==> src/rtl/cpu_pkg.sv <==
// -----------------------------------------------------------------------------
// cpu_pkg
//   Shared definitions for the 8-bit processor control path:
//     - instruction class opcodes (ir[15:12])
//     - ALU operation codes driven on alu_opcode
//     - sequencer FSM state encoding
//     - decoded-instruction record produced by inst_decode
//   Helper functions map a raw class nibble to a symbolic class and a
//   symbolic class to the ALU operation it needs.
// -----------------------------------------------------------------------------
package cpu_pkg;

  // Instruction class field values.
  localparam logic [3:0] OP_LOAD = 4'b1000;
  localparam logic [3:0] OP_ADD  = 4'b0000;
  localparam logic [3:0] OP_SUB  = 4'b0001;
  localparam logic [3:0] OP_JMP  = 4'b1111;

  // ALU operation codes.
  localparam logic [2:0] ALU_ADD = 3'b000;
  localparam logic [2:0] ALU_SUB = 3'b001;

  // Sequencer states. FETCH is the reset state and is pinned to zero.
  typedef enum logic [2:0] {
    S_FETCH  = 3'd0,
    S_DECODE = 3'd1,
    S_READ_A = 3'd2,
    S_READ_B = 3'd3,
    S_EXEC   = 3'd4,
    S_WRITE  = 3'd5,
    S_HALT   = 3'd6
  } state_t;

  // Symbolic instruction class; every unlisted opcode collapses to NOP.
  typedef enum logic [2:0] {
    CLS_NOP  = 3'd0,
    CLS_LOAD = 3'd1,
    CLS_ADD  = 3'd2,
    CLS_SUB  = 3'd3,
    CLS_JMP  = 3'd4
  } inst_class_t;

  // Fields of the latched instruction.
  typedef struct packed {
    inst_class_t cls;
    logic [1:0]  rd;
    logic [1:0]  rs1;
    logic [1:0]  rs2;
    logic [7:0]  imm;   // LOAD immediate or JMP target
  } decoded_t;

  function automatic inst_class_t classify(input logic [3:0] op);
    inst_class_t cls;
    case (op)
      OP_LOAD: cls = CLS_LOAD;
      OP_ADD:  cls = CLS_ADD;
      OP_SUB:  cls = CLS_SUB;
      OP_JMP:  cls = CLS_JMP;
      default: cls = CLS_NOP;
    endcase
    return cls;
  endfunction

  function automatic logic [2:0] alu_code(input inst_class_t cls);
    return (cls == CLS_SUB) ? ALU_SUB : ALU_ADD;
  endfunction

endpackage

==> src/rtl/ctrl_sequencer_if.sv <==
// -----------------------------------------------------------------------------
// ctrl_sequencer_if
//   Bundle of every signal between the sequencer and its surroundings
//   (instruction store, register file, ALU).
//   master : the sequencer - drives pc/ir_en, register strobes, ALU operands,
//            halted; receives ir_data, reg_rdata, alu_result.
//   slave  : the datapath side - the exact reverse.
//   Timing contract seen by the slave:
//     ir_data    combinational from pc while ir_en is high
//     reg_rdata  combinational from reg_addr while reg_rd is high
//     alu_result combinational from alu_opcode/alu_a/alu_b
// -----------------------------------------------------------------------------
interface ctrl_sequencer_if;

  logic [7:0]  pc;
  logic        ir_en;
  logic [15:0] ir_data;

  logic [1:0]  reg_addr;
  logic        reg_rd;
  logic        reg_wr;
  logic [7:0]  reg_wdata;
  logic [7:0]  reg_rdata;

  logic [2:0]  alu_opcode;
  logic [7:0]  alu_a;
  logic [7:0]  alu_b;
  logic [7:0]  alu_result;

  logic        halted;

  modport master (
    output pc, ir_en, reg_addr, reg_rd, reg_wr, reg_wdata,
           alu_opcode, alu_a, alu_b, halted,
    input  ir_data, reg_rdata, alu_result
  );

  modport slave (
    input  pc, ir_en, reg_addr, reg_rd, reg_wr, reg_wdata,
           alu_opcode, alu_a, alu_b, halted,
    output ir_data, reg_rdata, alu_result
  );

endinterface

==> src/rtl/inst_decode.sv <==
// -----------------------------------------------------------------------------
// inst_decode
//   Purely combinational field extraction from the latched instruction.
//   Ports:
//     ir   in  16  latched instruction word
//     dec  out     decoded_t: class, rd (ir[9:8]), rs1 (ir[5:4]),
//                  rs2 (ir[1:0]), immediate/target (ir[7:0])
// -----------------------------------------------------------------------------
module inst_decode
  import cpu_pkg::*;
(
  input  logic [15:0] ir,
  output decoded_t    dec
);

  // ir[11:10] has no meaning in this ISA; reduced here so it is visibly consumed.
  logic unused_bits;
  assign unused_bits = ^ir[11:10];

  always_comb begin
    dec.cls = classify(ir[15:12]);
    dec.rd  = ir[9:8];
    dec.rs1 = ir[5:4];
    dec.rs2 = ir[1:0];
    dec.imm = ir[7:0];
  end

endmodule

==> src/rtl/ctrl_sequencer.sv <==
// -----------------------------------------------------------------------------
// ctrl_sequencer
//   Fetch/decode/execute controller for the 8-bit processor. Walks the
//   program counter through the instruction store, latches each instruction
//   and sequences register reads, the ALU and the register write-back for
//   LOAD, ADD, SUB and JMP. Other classes behave as NOP. Execution stops in
//   HALT once the PC reaches PROG_LEN or beyond; only rst leaves HALT.
//
//   Parameters:
//     PROG_LEN  first PC value outside the program (halt address)
//   Ports:
//     clk   in   system clock, rising edge
//     rst   in   asynchronous, active-high reset
//     bus   master side of ctrl_sequencer_if (see that file for signals)
//
//   Cycles from one FETCH to the next: LOAD 3, ADD/SUB 6, JMP/NOP 2.
//   pc, alu_a, alu_b, alu_opcode and halted are registers. The strobes
//   (ir_en, reg_rd, reg_wr) and reg_addr/reg_wdata are decoded from the
//   registered state, so each strobe is high for exactly the one cycle
//   spent in its state and drops as soon as reset forces the state back.
// -----------------------------------------------------------------------------
module ctrl_sequencer
  import cpu_pkg::*;
#(
  parameter int unsigned PROG_LEN = 11
)
(
  input logic              clk,
  input logic              rst,
  ctrl_sequencer_if.master bus
);

  // Nine bits so a PROG_LEN of 256 still compares correctly against the PC.
  localparam logic [8:0] PROG_END = 9'(PROG_LEN);

  state_t     state;
  logic [7:0] pc_q;
  logic [15:0] ir_q;
  logic [7:0] alu_a_q;
  logic [7:0] alu_b_q;
  logic [2:0] alu_op_q;
  logic [7:0] result_q;
  logic       halted_q;

  decoded_t   dec;
  logic       at_end;

  inst_decode u_decode (
    .ir  (ir_q),
    .dec (dec)
  );

  assign at_end = ({1'b0, pc_q} >= PROG_END);

  // ---------------------------------------------------------------------------
  // State, PC and operand registers
  // ---------------------------------------------------------------------------
  // NOTE: sequential state uses non-blocking assignments only, so every
  // register samples the pre-edge values of the others and the order of
  // statements inside this block carries no meaning.
  always_ff @(posedge clk or posedge rst) begin
    if (rst) begin
      state    <= S_FETCH;
      pc_q     <= '0;
      ir_q     <= '0;
      alu_a_q  <= '0;
      alu_b_q  <= '0;
      alu_op_q <= ALU_ADD;
      result_q <= '0;
      halted_q <= 1'b0;
    end else begin
      case (state)
        S_FETCH: begin
          if (at_end) begin
            state    <= S_HALT;
            halted_q <= 1'b1;
          end else begin
            ir_q  <= bus.ir_data;
            state <= S_DECODE;
          end
        end

        S_DECODE: begin
          case (dec.cls)
            CLS_LOAD: state <= S_WRITE;
            CLS_ADD, CLS_SUB: begin
              // Set now so alu_result is already correct in EXEC; the code
              // then holds until the next arithmetic instruction.
              alu_op_q <= alu_code(dec.cls);
              state    <= S_READ_A;
            end
            CLS_JMP: begin
              pc_q  <= dec.imm;
              state <= S_FETCH;
            end
            default: begin
              pc_q  <= pc_q + 8'd1;
              state <= S_FETCH;
            end
          endcase
        end

        // Both operands are captured before WRITE, so rd == rs1/rs2 uses the
        // pre-write values with no extra handling.
        S_READ_A: begin
          alu_a_q <= bus.reg_rdata;
          state   <= S_READ_B;
        end

        S_READ_B: begin
          alu_b_q <= bus.reg_rdata;
          state   <= S_EXEC;
        end

        S_EXEC: begin
          result_q <= bus.alu_result;
          state    <= S_WRITE;
        end

        S_WRITE: begin
          pc_q  <= pc_q + 8'd1;
          state <= S_FETCH;
        end

        S_HALT: state <= S_HALT;

        // Unused encoding: park rather than run from an unknown point.
        default: begin
          state    <= S_HALT;
          halted_q <= 1'b1;
        end
      endcase
    end
  end

  // ---------------------------------------------------------------------------
  // Strobes, address and write data decoded from the current state
  // ---------------------------------------------------------------------------
  always_comb begin
    // NOTE: every output is given a default before the case, so no path
    // leaves one unassigned and no latch is inferred.
    bus.ir_en     = 1'b0;
    bus.reg_rd    = 1'b0;
    bus.reg_wr    = 1'b0;
    bus.reg_addr  = '0;
    bus.reg_wdata = '0;

    case (state)
      // The state already sits in FETCH while rst is held, so the fetch
      // strobe is masked by rst to keep it low during reset.
      S_FETCH: bus.ir_en = ~rst & ~at_end;

      S_READ_A: begin
        bus.reg_rd   = 1'b1;
        bus.reg_addr = dec.rs1;
      end

      S_READ_B: begin
        bus.reg_rd   = 1'b1;
        bus.reg_addr = dec.rs2;
      end

      S_WRITE: begin
        bus.reg_wr    = 1'b1;
        bus.reg_addr  = dec.rd;
        bus.reg_wdata = (dec.cls == CLS_LOAD) ? dec.imm : result_q;
      end

      default: ;
    endcase
  end

  assign bus.pc         = pc_q;
  assign bus.alu_a      = alu_a_q;
  assign bus.alu_b      = alu_b_q;
  assign bus.alu_opcode = alu_op_q;
  assign bus.halted     = halted_q;

endmodule

==> src/flat_wrapper.sv <==
// flat-port wrapper written by rule: the top's interface ports become plain ports
module ctrl_sequencer_flat import cpu_pkg::*;
#(
  parameter int unsigned PROG_LEN = 11
)
  (clk, rst, bus_pc, bus_ir_en, bus_reg_addr, bus_reg_rd, bus_reg_wr, bus_reg_wdata, bus_alu_opcode, bus_alu_a, bus_alu_b, bus_halted, bus_ir_data, bus_reg_rdata, bus_alu_result);
  ctrl_sequencer_if bus_i ();
  input logic clk;
  input logic rst;
  output wire logic [$bits(bus_i.pc)-1:0] bus_pc;
  output wire logic [$bits(bus_i.ir_en)-1:0] bus_ir_en;
  output wire logic [$bits(bus_i.reg_addr)-1:0] bus_reg_addr;
  output wire logic [$bits(bus_i.reg_rd)-1:0] bus_reg_rd;
  output wire logic [$bits(bus_i.reg_wr)-1:0] bus_reg_wr;
  output wire logic [$bits(bus_i.reg_wdata)-1:0] bus_reg_wdata;
  output wire logic [$bits(bus_i.alu_opcode)-1:0] bus_alu_opcode;
  output wire logic [$bits(bus_i.alu_a)-1:0] bus_alu_a;
  output wire logic [$bits(bus_i.alu_b)-1:0] bus_alu_b;
  output wire logic [$bits(bus_i.halted)-1:0] bus_halted;
  input wire logic [$bits(bus_i.ir_data)-1:0] bus_ir_data;
  input wire logic [$bits(bus_i.reg_rdata)-1:0] bus_reg_rdata;
  input wire logic [$bits(bus_i.alu_result)-1:0] bus_alu_result;
  assign bus_pc = bus_i.pc;
  assign bus_ir_en = bus_i.ir_en;
  assign bus_reg_addr = bus_i.reg_addr;
  assign bus_reg_rd = bus_i.reg_rd;
  assign bus_reg_wr = bus_i.reg_wr;
  assign bus_reg_wdata = bus_i.reg_wdata;
  assign bus_alu_opcode = bus_i.alu_opcode;
  assign bus_alu_a = bus_i.alu_a;
  assign bus_alu_b = bus_i.alu_b;
  assign bus_halted = bus_i.halted;
  assign bus_i.ir_data = bus_ir_data;
  assign bus_i.reg_rdata = bus_reg_rdata;
  assign bus_i.alu_result = bus_alu_result;
  ctrl_sequencer #(.PROG_LEN(PROG_LEN)) u_core (.clk(clk), .rst(rst), .bus(bus_i));
endmodule
==> config.mk <==
export PLATFORM = sky130hd
export DESIGN_NAME = ctrl_sequencer_flat
export DESIGN_NICKNAME = d
export VERILOG_FILES = /design/src/rtl/cpu_pkg.sv /design/src/rtl/ctrl_sequencer_if.sv /design/src/rtl/inst_decode.sv /design/src/rtl/ctrl_sequencer.sv /design/src/flat_wrapper.sv
export SDC_FILE = /design/constraint.sdc
export NUM_CORES = 1
export LEC_CHECK = 0
export CORE_ASPECT_RATIO = 0.5
export CORE_MARGIN = 10
export CORE_UTILIZATION = 30
export CTS_BUF_LIST = sky130_fd_sc_hd__clkbuf_4 sky130_fd_sc_hd__clkbuf_8
export CTS_CLUSTER_DIAMETER = 150
export CTS_CLUSTER_SIZE = 24
export DETAILED_ROUTE_END_ITERATION = 6
export GPL_ROUTABILITY_DRIVEN = 0
export PLACE_DENSITY = 0.66
export REMOVE_ABC_BUFFERS = 1
export SKIP_CTS_REPAIR_TIMING = 1
export SKIP_LAST_GASP = 1
export SYNTH_ARGS = -nofsm -noshare
export SYNTH_HDL_FRONTEND = slang
export SYNTH_SLANG_ARGS = --single-unit
export TNS_END_PERCENT = 100
==> constraint.sdc <==
create_clock -name clk -period 1.9 [get_ports clk]
set_input_delay 0.38 -clock clk [delete_from_list [all_inputs] [get_ports clk]]
set_output_delay 0.38 -clock clk [all_outputs]
set_load 0.02 [all_outputs]
* Yosys cells after proc, flatten, opt, wreduce, memory -nomap -nowiden *
Index checks and enable logic that the tools add are counted.

operators by class
  order comparisons = 1
  add/sub/neg operators = 1
  mux-type cells = 15
  reductions and logical operators = 11
  bitwise operators = 4
  equal/unequal tests = 15

operator list
  cell                                                 count
  one-hot mux 8 bit (2 select lines)                   2
  one-hot mux 3 bit (6 select lines)                   1
  2-to-1 mux 8 bit                                     2
  == test 3 x 2 -> 1 bit, second input constant        4
  == test 3 bit, second input constant                 4
  one-hot mux 3 bit (4 select lines)                   1
  adder 8 x 1 -> 8 bit, second input constant          1
  == test 4 bit, second input constant                 2
  >= comparator 8 x 4 -> 1 bit, second input constant  1
  AND reduction 2 bit                                  4
  == test 3 x 1 -> 1 bit, second input constant        2
  one-hot mux 2 bit (3 select lines)                   1
  one-hot mux 3 bit (2 select lines)                   1
  OR reduction 6 bit                                   1
  2-to-1 mux 1 bit                                     5
  == test 4 x 1 -> 1 bit, second input constant        1
  zero test 4 bit                                      1
  OR reduction 2 bit                                   2
  zero test 3 bit                                      1
  2-to-1 mux 3 bit                                     1
  inverter 1 bit                                       3
  OR reduction 3 bit                                   1
  != test 2 x 1 -> 1 bit, second input constant        1
  != test 2 bit, second input constant                 1
  3 further kinds                                      3

storage, ports and cells
  output and inout bits = 41
  bits in registers = 55
  logic and storage cells = 55
  input bits = 34

* Logic depth before layout (Yosys ltp) *
  depth after elaboration = 6
  depth in mapped cells = 6
  gate-level depth less buffers = 5

* By module *
From an unflattened synthesis, not the netlist that was laid out.

unflattened totals
  cell total of the unflattened synthesis = 222
  area total of the unflattened synthesis = 2675.1 µm²

by module, submodules not included
  module          times used  seq. area each (µm²)  cells an instance  area an instance (µm²)
  ctrl_sequencer  1           1326.3                204                2536.2
  inst_decode     1           0.0                   18                 138.9

* Least setup slack after synthesis *
Ideal clock, no wire load.

  kind = register -> output
  start point = register u_core.pc_q[0] (netlist: u_core.bus.pc[0])
  end point = output port bus_ir_en
  arrival time = 1.678 ns
  path buffers = 1
  required time = 1.520 ns
  cell stages (with the launch flop) = 6
  setup slack = -0.158 ns
  cell sequence = dfrtp_1 -> ha_1 -> o21ai_0 -> nand3_2 -> buf_2 -> nor2_1

on the way
  cells in the longest elaborated chain, start to end = 4

ends and longest elaborated chain
  what                          line                   text
  from (decl)                   ctrl_sequencer.sv:37   logic [7:0] pc_q;
  from (signal assigned)        ctrl_sequencer.sv:93   pc_q <= dec.imm;
  from (signal assigned)        ctrl_sequencer.sv:97   pc_q <= pc_q + 8'd1;
  from (signal assigned)        ctrl_sequencer.sv:121  pc_q <= pc_q + 8'd1;
  >= comparator 8 x 4 -> 1 bit  ctrl_sequencer.sv:53   assign at_end = ({1'b0, pc_q} >= PROG_END);
  inverter 1 bit (no line)      n/a
  bitwise AND 1 bit             ctrl_sequencer.sv:151  S_FETCH: bus.ir_en = ~rst & ~at_end;
  2-to-1 mux 1 bit              ctrl_sequencer.sv:148  case (state)
  to (decl)                     flat_wrapper.sv:11     output wire logic [$bits(bus_i.ir_en)-1:0] bus_ir_en;

No other way between the ends.

* Worst setup path after layout *
Ends and elaborated chain as after synthesis.

==> results summary <==
The final HPWL from detailed placement is 5310 µm. The number of enable-type register cells in the synthesized netlist is 0. The share of synthesized area spent on multiplexers came out at 0.204. The clock edge transition at the registers on the reported setup and hold paths came out at 0.09 ns. The arrival time of the worst setup path is 1.69 ns. The checks that failed: setup timing. The hold violation count in the final report came out at 0.

The average cell area after synthesis came out at 11.7 µm². Clock tree synthesis inserted a total of 5 buffers. The maximum clock skew at final layout is 0.0129 ns. Counting I/O delays and the setup requirement, the final critical path takes 2.07 ns. The largest driver fanout on the critical path came out at 2.

The placement-stage cell area is 3470 µm². Across all setup checks in the final design, the least slack found is -0.174 ns. The count of synthesis-stage warnings from yosys is 0. Of the synthesized area, sequential elements account for 0.533.

Setup repair after global routing could not meet its margin everywhere. Counting along the longest clock path gives a buffer depth of 2. The area share of and/or/nand/nor cells after synthesis is 0.125. The synthesized cell area is 2390 µm². The worst hold slack across all endpoints is 0.500 ns. For this run, the share of the core covered by cells in the final layout is 0.482. The worst reg2reg path startpoint is u_core.ir_q[13]$_DFFE_PP0P_. The die covers 12200 µm². The critical path is of the register to primary output type. CTS placed an instance of sky130_fd_sc_hd__clkbuf_8 at the clock tree root. The count of distinct cell types in the synthesized netlist is 40. The number of antenna diodes in the final layout is 0. The maximum number of pins on one net before global-route repair is 21. In the finished design, the share of the clock period the worst path needs comes to 1.09. The worst voltage drop across the vdd grid is 0.713 mV. The adder-cell share of the synthesized area came out at 0.00522. The share of synthesized area in the top cell type comes to 0.533. At the placement stage, the worst setup path has a slack of -0.319 ns. The synthesized-area fraction occupied by ao, oa, aoi and oai cells is 0.101.

The starting density of the core came out at 0.318. The summed negative setup slack over all endpoints came out at -1.07 ns. The floorplan has 22 rows.

The H-tree level count came out at 2. The area growth from synthesis to layout is 51.8%. After detailed routing, the number of remaining DRC violations is 0. The total leakage power came out at 1.60 nW. The count of final setup violators is 9. Summing all multi-input logic gate instances after layout gives 1090 µm².

STA classifies the critical path startpoint as a register. In the final routed layout, each cell accounts on average for 16.1 µm. At the end of the flow, the number of nets in the layout was 346. The total overflow left after global routing is 0. The number of cells on the worst reg-to-reg path is 5. Of the total synthesized cell area, the portion taken by XOR and XNOR cells is 0. The clock latency at the later pin of the worst-skew pair came out at 0.31 ns.

The area used by sequential logic in the layout is 1280 µm². The area of the core came out at 7540 µm². Overall power consumption after layout is estimated at 6.27 mW.

The die is 146 µm wide. The worst endpoint required time is 1.52 ns. Counting the fill cells in the layout gives 683.

The via count came out at 1955. The antenna violation net count after detailed routing came out at 0. The critical path ends at bus_ir_en. In the post-synthesis netlist, the biggest area contributors are sky130_fd_sc_hd__dfrtp_1 53%, sky130_fd_sc_hd__mux2_2 18%, sky130_fd_sc_hd__nand2_1 3.9%. The path class of the tightest hold or removal check is register to register.

The share of final-layout standard cells stronger than drive strength 1 is 0.353. The number of clock sinks came out at 51. The run finished, with violations left. The number of global-route vias before repair came to 2154. For this design the top-level I/O count stands at 75. The power density relative to cell area came out at 1720 nW/µm². In this run the vertical extent of the chip is 83.2 µm. The library cell used most frequently in the layout, excluding fill and tap cells, is sky130_fd_sc_hd__clkdlybuf4s50_1.

The kind of end point of the critical path is a primary output. The post-route cell area came out at 3640 µm². In the layout the commonest cells are 57 x sky130_fd_sc_hd__clkdlybuf4s50_1, 50 x sky130_fd_sc_hd__dfrtp_1, 39 x sky130_fd_sc_hd__mux2_2. By area, the combinational part of the netlist is dominated by multiplexers. The final max-slew violation count came to 0. After detailed routing, the number of vias per cell comes to 4.65. The aggregate routed wire length is 6750 µm.

Summed over all instances, the cell type with the most area after synthesis is sky130_fd_sc_hd__dfrtp_1. The global-route usage over all layers is 0.108. TritonCTS built the clock tree. The most used flip-flop cell after synthesis is sky130_fd_sc_hd__dfrtp_1.

The destination of the worst register-to-register timing path is u_core.bus.pc[3]$_DFFE_PP0P_. The number of antenna violations at the first check in global routing is 0. The number of DRC markers in iteration 0 is 117.

The setup check on the worst reg-to-reg path leaves a slack of 0.17 ns. Synthesis produced 204 cells. The number of iterations in the first detailed-routing pass came out at 4. Counting tap cells, the placed design contains a total of 410 instances. After synthesis, the share of flip-flops with an asynchronous set or reset is 1.00. The max-capacitance violation count is 0. The post-layout instance count excluding filler cells came out at 420. In this run, synthesis produced a sequential element count of 51. The first-pass GRT wire length is 10900 µm.

In this run the worst setup path begins at u_core.bus.pc[0]$_DFFE_PP0P_. The number of buffers added on ports is 70. The maximum clock frequency is 482 MHz.
worst min-delay path by stage:
stage                     slack [ns]                     startpoint                       endpoint  cells past startpoint
final                           0.50  u_core.bus.halted$_DFFE_PP0P_  u_core.bus.halted$_DFFE_PP0P_                      1
after global routing            0.52  u_core.bus.halted$_DFFE_PP0P_  u_core.bus.halted$_DFFE_PP0P_                      1
after CTS                       0.51  u_core.bus.halted$_DFFE_PP0P_  u_core.bus.halted$_DFFE_PP0P_                      1
after detailed placement        0.49  u_core.bus.halted$_DFFE_PP0P_  u_core.bus.halted$_DFFE_PP0P_                      1
after global placement          0.48  u_core.bus.halted$_DFFE_PP0P_  u_core.bus.halted$_DFFE_PP0P_                      1
after floorplan                 0.48     u_core.ir_q[8]$_DFFE_PP0P_     u_core.ir_q[8]$_DFFE_PP0P_                      1
cells in the mapped netlist, types with 2 or more instances:
cell type / number
sky130_fd_sc_hd__a311o_1: 2
sky130_fd_sc_hd__mux2_2: 39
sky130_fd_sc_hd__o21ai_0: 7
sky130_fd_sc_hd__nand3_1: 5
sky130_fd_sc_hd__nor2_1: 7
sky130_fd_sc_hd__nor2b_1: 3
sky130_fd_sc_hd__nor3b_2: 2
sky130_fd_sc_hd__buf_4: 2
sky130_fd_sc_hd__mux2i_1: 5
sky130_fd_sc_hd__nand2b_1: 2
sky130_fd_sc_hd__nand2_1: 25
sky130_fd_sc_hd__dfrtp_1: 51
sky130_fd_sc_hd__o22ai_1: 3
sky130_fd_sc_hd__nand3b_1: 2
sky130_fd_sc_hd__nand4_1: 2
sky130_fd_sc_hd__a21oi_1: 13
sky130_fd_sc_hd__a2bb2oi_1: 2
sky130_fd_sc_hd__nor3_1: 2
sky130_fd_sc_hd__inv_1: 5
sky130_fd_sc_hd__buf_2: 5
layer usage:
layer  GRT usage  wire length (µm)  up-vias
met5           0                 0        -
met2       0.192              3490       42
met1       0.120              2840      961
met3      0.0330               357        5
met4      0.0350                69        0
li1            -                 -      947
cell families after synthesis:
| family | Yosys count |
|---|---|
| AO/OA/AOI/OAI | 37 |
| multiplexers | 44 |
| adder cells (fa/ha/maj) | 1 |
| flip-flops | 51 |
| other | 1 |
| buffers and inverters | 13 |
| AND/OR/NAND/NOR | 57 |
area by class of cell:
class | instances | share of cell area
clock buffer | 6 | 0.0210
clock inverter | 2 | 0.0165
inverter | 5 | 0.00516
multi-input combinational | 141 | 0.299
sequential | 51 | 0.351
tap | 108 | 0.0372
timing repair buffer | 107 | 0.269
sequential cells by signal, summed over array words and instances, names as in the netlist:
| register | flops |
|---|---|
| u_core.result_q | 8 |
| u_core.bus.alu_b | 8 |
| u_core.bus.alu_opcode | 1 |
| u_core.ir_q | 14 |
| u_core.state | 3 |
| u_core.bus.alu_a | 8 |
| u_core.bus.pc | 8 |
| u_core.bus.halted | 1 |
power breakdown:
| part | switching, mW | internal [mW] |
|---|---|---|
| Combinational | 1.58 | 1.74 |
| Sequential | 0.404 | 1.64 |
| Clock | 0.360 | 0.541 |
| Total | 2.35 | 3.92 |
worst max-delay path, cell delays in order (launching register included):
cell                             delay, ns
sky130_fd_sc_hd__dfrtp_1              0.40
sky130_fd_sc_hd__ha_1                 0.22
sky130_fd_sc_hd__o21ai_1              0.21
sky130_fd_sc_hd__buf_4                0.15
sky130_fd_sc_hd__nand3_2              0.09
sky130_fd_sc_hd__nor2_1               0.09
sky130_fd_sc_hd__dlymetal6s2s_1       0.23
Note: power is estimated with default switching activity, not from simulation.
